--- config.mk ---
export PLATFORM = sky130hd
export DESIGN_NAME = mem_access
export DESIGN_NICKNAME = d
export VERILOG_FILES = /design/src/rtl/lsu_pkg.sv /design/src/rtl/type_pkg.sv /design/src/rtl/load_align.sv /design/src/rtl/mem_access.sv
export SDC_FILE = /design/constraint.sdc
export NUM_CORES = 1
export LEC_CHECK = 0
export CAP_MARGIN = 20
export CORE_MARGIN = 10
export CORE_UTILIZATION = 40
export DETAILED_ROUTE_END_ITERATION = 8
export PLACE_DENSITY = 0.74
export SETUP_SLACK_MARGIN = 0.2
export SLEW_MARGIN = 30
export SYNTH_ARGS = -nofsm -noshare
export SYNTH_HDL_FRONTEND = slang
export SYNTH_SLANG_ARGS = --single-unit
--- constraint.sdc ---
create_clock -name clk -period 5.6 [get_ports clk]
set_clock_uncertainty 0.2 [all_clocks]
set_input_delay 0.84 -clock clk [delete_from_list [all_inputs] [get_ports clk]]
set_output_delay 0.84 -clock clk [all_outputs]
set_load 0.02 [all_outputs]
--- src/rtl/lsu_pkg.sv ---
// Load/store unit types and lane helpers.
// Shared by mem_access and load_align.
package lsu_pkg;
    typedef enum logic [2:0] {
        LB  = 3'b000,
        LH  = 3'b001,
        LW  = 3'b010,
        LBU = 3'b100,
        LHU = 3'b101
    } mem_funct3_t;

    typedef enum logic [1:0] {
        IDLE,
        REQ,
        WAIT
    } lsu_state_t;

    // Illegal size encodings or an address not aligned to the access size.
    function automatic logic is_misaligned(
        input logic       is_load,
        input logic [2:0] f3,
        input logic [1:0] off
    );
        logic bad_f3;
        logic bad_off;
        if (is_load) begin
            bad_f3 = (f3 == 3'b011) || (f3 == 3'b110) || (f3 == 3'b111);
        end else begin
            bad_f3 = (f3 > 3'b010);
        end
        case (f3[1:0])
            2'b01:   bad_off = off[0];
            2'b10:   bad_off = (off != 2'b00);
            default: bad_off = 1'b0;
        endcase
        return bad_f3 | bad_off;
    endfunction

    // Byte enables for a store of the given size at the given offset.
    function automatic logic [3:0] lane_be(
        input logic [1:0] sz,
        input logic [1:0] off
    );
        case (sz)
            2'b00:   return 4'b0001 << off;
            2'b01:   return off[1] ? 4'b1100 : 4'b0011;
            default: return 4'b1111;
        endcase
    endfunction

    // Store data replicated across every lane it could land in.
    function automatic logic [31:0] lane_data(
        input logic [1:0]  sz,
        input logic [31:0] rs2
    );
        case (sz)
            2'b00:   return {4{rs2[7:0]}};
            2'b01:   return {2{rs2[15:0]}};
            default: return rs2;
        endcase
    endfunction
endpackage

--- src/rtl/type_pkg.sv ---
// Shared datapath types.
// Word-wide data and byte-address types used across pipeline stages.
package type_pkg;
    typedef logic [31:0] data_t;
    typedef logic [31:0] addr_t;
endpackage

--- src/rtl/load_align.sv ---
// Load data alignment and extension.
// Picks the addressed byte/half out of a read word and extends it.
module load_align
    import type_pkg::*;
    import lsu_pkg::*;
(
    input  logic [2:0] funct3,
    input  logic [1:0] addr_lo,
    input  data_t      rdata,
    output data_t      data
);
    logic [7:0]  byte_v;
    logic [15:0] half_v;

    // Lane select, then sign/zero extend by funct3.
    always_comb begin
        byte_v = rdata[{addr_lo, 3'b000} +: 8];
        half_v = addr_lo[1] ? rdata[31:16] : rdata[15:0];
        data   = rdata;
        case (funct3)
            LB:      data = {{24{byte_v[7]}}, byte_v};
            LH:      data = {{16{half_v[15]}}, half_v};
            LBU:     data = {24'h0, byte_v};
            LHU:     data = {16'h0, half_v};
            default: data = rdata;
        endcase
    end
endmodule

--- src/rtl/mem_access.sv ---
// Memory / write-back stage.
// Runs req/gnt/rvalid transactions for loads and stores, forwards ALU results.
module mem_access
    import type_pkg::*;
    import lsu_pkg::*;
#(
    parameter int unsigned BUS_TIMEOUT = 0
) (
    input  logic        clk,
    input  logic        rst_n,
    input  logic        in_valid,
    output logic        in_ready,
    input  logic        mem_read,
    input  logic        mem_write,
    input  logic        reg_write,
    input  logic [2:0]  funct3,
    input  logic [4:0]  rd_addr,
    input  data_t       alu_out,
    input  data_t       rs2_data,
    output logic        dmem_req,
    output logic        dmem_we,
    output addr_t       dmem_addr,
    output logic [31:0] dmem_wdata,
    output logic [3:0]  dmem_be,
    input  logic        dmem_gnt,
    input  logic        dmem_rvalid,
    input  logic [31:0] dmem_rdata,
    output logic        wb_en,
    output logic [4:0]  wb_addr,
    output logic [31:0] wb_data,
    output logic        stall,
    output logic        misalign_err,
    output logic        bus_err
);
    localparam logic [15:0] TMO_LAST =
        16'((BUS_TIMEOUT == 0) ? 0 : BUS_TIMEOUT - 1);

    lsu_state_t  state_q, state_d;
    addr_t       addr_q, addr_d;
    logic [1:0]  off_q, off_d;
    logic        we_q, we_d;
    logic [31:0] wdata_q, wdata_d;
    logic [3:0]  be_q, be_d;
    logic [2:0]  f3_q, f3_d;
    logic [4:0]  rd_q, rd_d;
    logic        wb_en_q, wb_en_d;
    logic [4:0]  wb_addr_q, wb_addr_d;
    logic [31:0] wb_data_q, wb_data_d;
    logic        mis_q, mis_d;
    logic        berr_q, berr_d;
    logic [15:0] cnt_q, cnt_d;
    data_t       ld_data;
    logic        tmo_hit;

    load_align u_align (
        .funct3  (f3_q),
        .addr_lo (off_q),
        .rdata   (dmem_rdata),
        .data    (ld_data)
    );

    assign tmo_hit      = (BUS_TIMEOUT != 0) && (cnt_q == TMO_LAST);
    assign in_ready     = (state_q == IDLE);
    assign stall        = !in_ready;
    assign dmem_req     = (state_q == REQ);
    assign dmem_we      = we_q;
    assign dmem_addr    = addr_q;
    assign dmem_wdata   = wdata_q;
    assign dmem_be      = be_q;
    assign wb_en        = wb_en_q;
    assign wb_addr      = wb_addr_q;
    assign wb_data      = wb_data_q;
    assign misalign_err = mis_q;
    assign bus_err      = berr_q;

    // Next-state, request capture and one-cycle result pulses.
    always_comb begin
        state_d   = state_q;
        addr_d    = addr_q;
        off_d     = off_q;
        we_d      = we_q;
        wdata_d   = wdata_q;
        be_d      = be_q;
        f3_d      = f3_q;
        rd_d      = rd_q;
        wb_en_d   = 1'b0;
        wb_addr_d = wb_addr_q;
        wb_data_d = wb_data_q;
        mis_d     = 1'b0;
        berr_d    = 1'b0;
        cnt_d     = cnt_q;
        unique case (state_q)
            IDLE: begin
                if (in_valid) begin
                    if (mem_read || mem_write) begin
                        if (is_misaligned(mem_read, funct3, alu_out[1:0])) begin
                            mis_d = 1'b1;
                        end else begin
                            addr_d  = {alu_out[31:2], 2'b00};
                            off_d   = alu_out[1:0];
                            we_d    = mem_write;
                            be_d    = lane_be(funct3[1:0], alu_out[1:0]);
                            wdata_d = lane_data(funct3[1:0], rs2_data);
                            f3_d    = funct3;
                            rd_d    = rd_addr;
                            cnt_d   = '0;
                            state_d = REQ;
                        end
                    end else begin
                        wb_en_d   = reg_write;
                        wb_addr_d = rd_addr;
                        wb_data_d = alu_out;
                    end
                end
            end
            REQ: begin
                if (dmem_gnt) begin
                    cnt_d   = '0;
                    state_d = we_q ? IDLE : WAIT;
                end else if (tmo_hit) begin
                    berr_d  = 1'b1;
                    state_d = IDLE;
                end else begin
                    cnt_d = cnt_q + 16'd1;
                end
            end
            WAIT: begin
                if (dmem_rvalid) begin
                    wb_en_d   = 1'b1;
                    wb_addr_d = rd_q;
                    wb_data_d = ld_data;
                    state_d   = IDLE;
                end else if (tmo_hit) begin
                    berr_d  = 1'b1;
                    state_d = IDLE;
                end else begin
                    cnt_d = cnt_q + 16'd1;
                end
            end
            default: state_d = IDLE;
        endcase
    end

    // State and datapath registers; reset abandons any transaction.
    always_ff @(posedge clk or negedge rst_n) begin
        if (!rst_n) begin
            state_q   <= IDLE;
            addr_q    <= '0;
            off_q     <= '0;
            we_q      <= 1'b0;
            wdata_q   <= '0;
            be_q      <= '0;
            f3_q      <= '0;
            rd_q      <= '0;
            wb_en_q   <= 1'b0;
            wb_addr_q <= '0;
            wb_data_q <= '0;
            mis_q     <= 1'b0;
            berr_q    <= 1'b0;
            cnt_q     <= '0;
        end else begin
            state_q   <= state_d;
            addr_q    <= addr_d;
            off_q     <= off_d;
            we_q      <= we_d;
            wdata_q   <= wdata_d;
            be_q      <= be_d;
            f3_q      <= f3_d;
            rd_q      <= rd_d;
            wb_en_q   <= wb_en_d;
            wb_addr_q <= wb_addr_d;
            wb_data_q <= wb_data_d;
            mis_q     <= mis_d;
            berr_q    <= berr_d;
            cnt_q     <= cnt_d;
        end
    end
endmodule

==> results.md <==
- The run finished with clean final reports.
- Of the synthesized area, sequential elements account for 51.1%.
- In this run the number of H-tree levels came out at 4.
- The setup slack of the worst register-to-register path is 2.92 ns.
- After clock tree synthesis, the clock-pin slew on the worst setup and hold paths is 0.05 ns.
- The cell count after synthesis came out at 524.
- The count of nets left with antenna violations once routing finished came out at 0.
- The power share of the clock group is 23.8%.
- The tool flagged a number of max-cap violations equal to 0.
- In this run, the number of DRC markers left after iteration 0 of detailed routing was 320.
- The number of max-slew violations in the final report came to 0.
- The sequential cell fraction of total power is 32.3%.
- In the layout the commonest cells are sky130_fd_sc_hd__clkdlybuf4s50_1 (219), sky130_fd_sc_hd__dfrtp_1 (117), sky130_fd_sc_hd__mux2_2 (84), sky130_fd_sc_hd__nand2_1 (66), sky130_fd_sc_hd__nor2_1 (41).
- Setup repair after global routing left no endpoint under its margin.
- The instance area at placement is 8080 sq um.
- The worst register-to-register path has a depth of 4.
- The worst hold path belongs to the class primary input to asynchronous set/reset pin.
- The number of antenna violations at the first check in global routing was 0.
- The final sum of negative setup slack is 0 ns.
- The die height is 140 um.
- The clock latency reported for the late side of the worst-skew pair is 0.41 ns.
- The total via count after detailed routing is 4994.
- The final period demand of the worst path is 3.95 ns.
- Timing would allow up to 253 MHz.
- The global-route congestion overflow total is 0.
- The critical path in this run is classified as primary input to register.
- In the final routed layout, each cell accounts on average for 20.7 um.
- Among all flip-flop cells after synthesis, the most frequent one is sky130_fd_sc_hd__dfrtp_1.
- Once the clock tree was built, the resizer swapped 0 gates to a different size.
- Walking the worst path, the cells encountered are clkdlybuf4s50_1 -> inv_1 -> ha_1 -> o211ai_1 -> nand2_1 -> nor3_4 -> buf_4 -> mux2_2.
- The standby leakage power is 0.00359 uW.
- Once detailed placement completed, the half-perimeter wirelength came to 14700 um.
- The region available for standard cell placement spans 14000 sq um.
- The worst register-to-register path begins at off_q[1].
- After synthesis the netlist holds a flip-flop and latch count of 118.
- The TritonCTS clock tree is built.
- The worst setup path is launched from a primary input.
- The Yosys step of the flow raised 0 warnings.
- VDD sags by at most 245 uV.
- The maximum clock path buffer count is 2.
- The cell row count is 43.
- The full die area is 19600 sq um.
- Once the floorplan was initialized, standard cells occupied 41.3% of the core.
- CTS saw 118 sinks.
- Routability-driven placement finished with a final weighted congestion of 0.825.
- The growth of design area from synthesis to finish is 50.7%.
- The final layout contains 847 nets.
- The largest individual stage delay along the critical path comes from the cell sky130_fd_sc_hd__clkdlybuf4s50_1.
- The logic gate share of total power is 43.9%.
- Buffers placed on the I/O ports in this run total 220.
- The hold buffer count at CTS is 0.
- 224 I/O pins were placed.
- Summed over all nets, the switching power comes to 1690 uW.
- The worst endpoint required time is 5.69 ns.
- The power after layout is 4740 uW.
- The period utilization is 70.6%.
- The worst setup path is captured at a register.
- The final-layout fill cell count is 1144.
- In this run the power density over the cells is 545 nW/um^2.
- The pre-antenna-repair detailed-routing pass consisted of 4 iterations.
- The capture instance of the worst register-to-register path is wb_data[22].
- After routing the design area is 8700 sq um.
- In the synthesized netlist the async set-or-reset flop fraction comes to 100%.
- The number of buffers inserted to repair setup after CTS is 0.
- The remaining routing DRC violations is 0.
- Net switching is 35.5% of the power.
- At the pin with the least slew margin, the transition time is 0.851 ns.
- The via count of the first global-routing pass is 5251.
- The count of distinct cell types in the synthesized netlist is 46.
- The first global-routing pass estimated 30000 um of wire.
- The arrival time at the worst endpoint is 4.05 ns.
- The library cell used most frequently in the layout, excluding fill and tap cells, is sky130_fd_sc_hd__clkdlybuf4s50_1.
- Setup violations remaining at the end of the flow were counted as 0.
- The fraction of final layout cells sized beyond drive strength 1 is 17.1%.
- 0 antenna diodes ended up in the layout.
- The critical path's largest stage delay is 0.86 ns.
- Entering global routing, the biggest net connects 67 pins.
- Dividing the detail-routed via count by the number of cells gives 5.41.
- The tree is rooted in a sky130_fd_sc_hd__clkbuf_16.
- The internal power of the cells totals 3060 uW.
- The number of flops mapped to enable cells by yosys is 0.
- The maximum fanout count along the critical path is 64.
- In this run the horizontal extent of the chip is 140 um.
- The normalized max-slew margin is 43.2%.
- The final count of hold timing violations is 0.
- The overall routing resource usage is 19.1%.
- For this block, the routed nets add up to 19100 um of wire.
- The average cell area after synthesis is 11.0 sq um.
- The synthesized netlist occupies a cell area of 5780 sq um.
- The number of CTS-inserted buffers is 17.
-- cells by family after synthesis --
logic type	after synthesis	synth area share, %
AND/OR/NAND/NOR	153	11.7
flip-flops	118	51.1
AO/OA/AOI/OAI	102	13.5
multiplexers	95	18.5
buffers and inverters	51	4.20
adder cells (fa/ha/maj)	4	0.867
other	1	0.0649
-- power groups by stage --
| stage | combinational (uW) | clock (uW) | sequential [uW] |
|---|---|---|---|
| finish | 2080 | 1130 | 1530 |
| global route | 2230 | 1190 | 1580 |
| CTS | 2110 | 1150 | 1530 |
| detailed placement | 2100 | 0 | 1540 |
| global placement | 2060 | 0 | 1510 |
| floorplan | 681 | 0 | 1890 |
-- stage by stage --
step / hold WS [ns] / instances / utilization, % / worst slack [ns]
3_3_place_gp: 0.266 / 891 / 57.6 / 1.39
2_1_floorplan: 0.281 / 526 / - / 2.66
5_1_grt: 0.303 / 923 / 62.2 / 1.47
6_report: 0.253 / 923 / 62.2 / 1.65
3_5_place_dp: 0.271 / 892 / 57.8 / 1.21
4_1_cts: 0.282 / 923 / 62.2 / 1.65
-- worst max path at each step --
stage	slack, ns	depth (start not counted)	start	endpoint
after global placement	1.39	8	funct3[1]	dmem_addr[4]
after CTS	1.65	8	funct3[1]	dmem_wdata[21]
after floorplan	2.66	10	funct3[1]	dmem_addr[26]
after detailed placement	1.21	8	funct3[1]	dmem_wdata[21]
final	1.65	8	funct3[1]	dmem_wdata[21]
after global routing	1.47	8	funct3[1]	dmem_wdata[21]
-- critical path: cells and delay by family --
| family | cells | cell delay [ns] |
|---|---|---|
| AOI/OAI and AO/OA | 1 | 0.27 |
| muxes | 1 | 0.42 |
| adders and majority gates | 1 | 0.44 |
| buffers and inverters | 3 | 1.73 |
| and+or+nand+nor | 2 | 0.31 |
-- cell type report --
class | instances | area [sq um] | area share [%]
multi-input cells | 357 | 2600 | 29.9
clock inverters | 9 | 150 | 1.73
clock buffers | 22 | 464 | 5.33
well taps | 180 | 225 | 2.59
repair buffers | 226 | 2260 | 26.0
inverters | 11 | 41.3 | 0.474
flip-flops and latches | 118 | 2950 | 33.9
-- flip-flops by register name, summed over array words and instances (netlist names) --
| name | flops |
|---|---|
| misalign_err | 1 |
| off_q | 2 |
| dmem_we | 1 |
| dmem_be | 4 |
| wb_addr | 5 |
| wb_en | 1 |
| dmem_wdata | 32 |
| wb_data | 32 |
| state_q | 2 |
| dmem_addr | 30 |
| rd_q | 5 |
| f3_q | 3 |
-- synthesized netlist by cell type (all sizes together) (9+ instances only) --
| cell type | instances | share of area, % |
|---|---|---|
| nand2 | 66 | 4.3 |
| dfrtp | 118 | 51 |
| nor3 | 22 | 2.0 |
| inv | 11 | 0.71 |
| a22oi | 9 | 1.2 |
| mux2 | 86 | 17 |
| a31oi | 12 | 1.6 |
| nor2 | 41 | 2.7 |
| clkbuf | 18 | 1.2 |
| a211oi | 18 | 2.3 |
| buf | 22 | 2.3 |
-- layer usage --
metal / global-route usage [%] / routed length [um] / vias to the layer above / share of wire (%)
met5: 0 / 0 / - / 0
met4: 6.25 / 349 / 0 / 1.8
met3: 7.78 / 1760 / 28 / 9.2
met2: 30.9 / 9190 / 211 / 48
met1: 22.6 / 7830 / 2448 / 41
li1: - / - / 2307 / -
(Power assumes the default switching activity.)
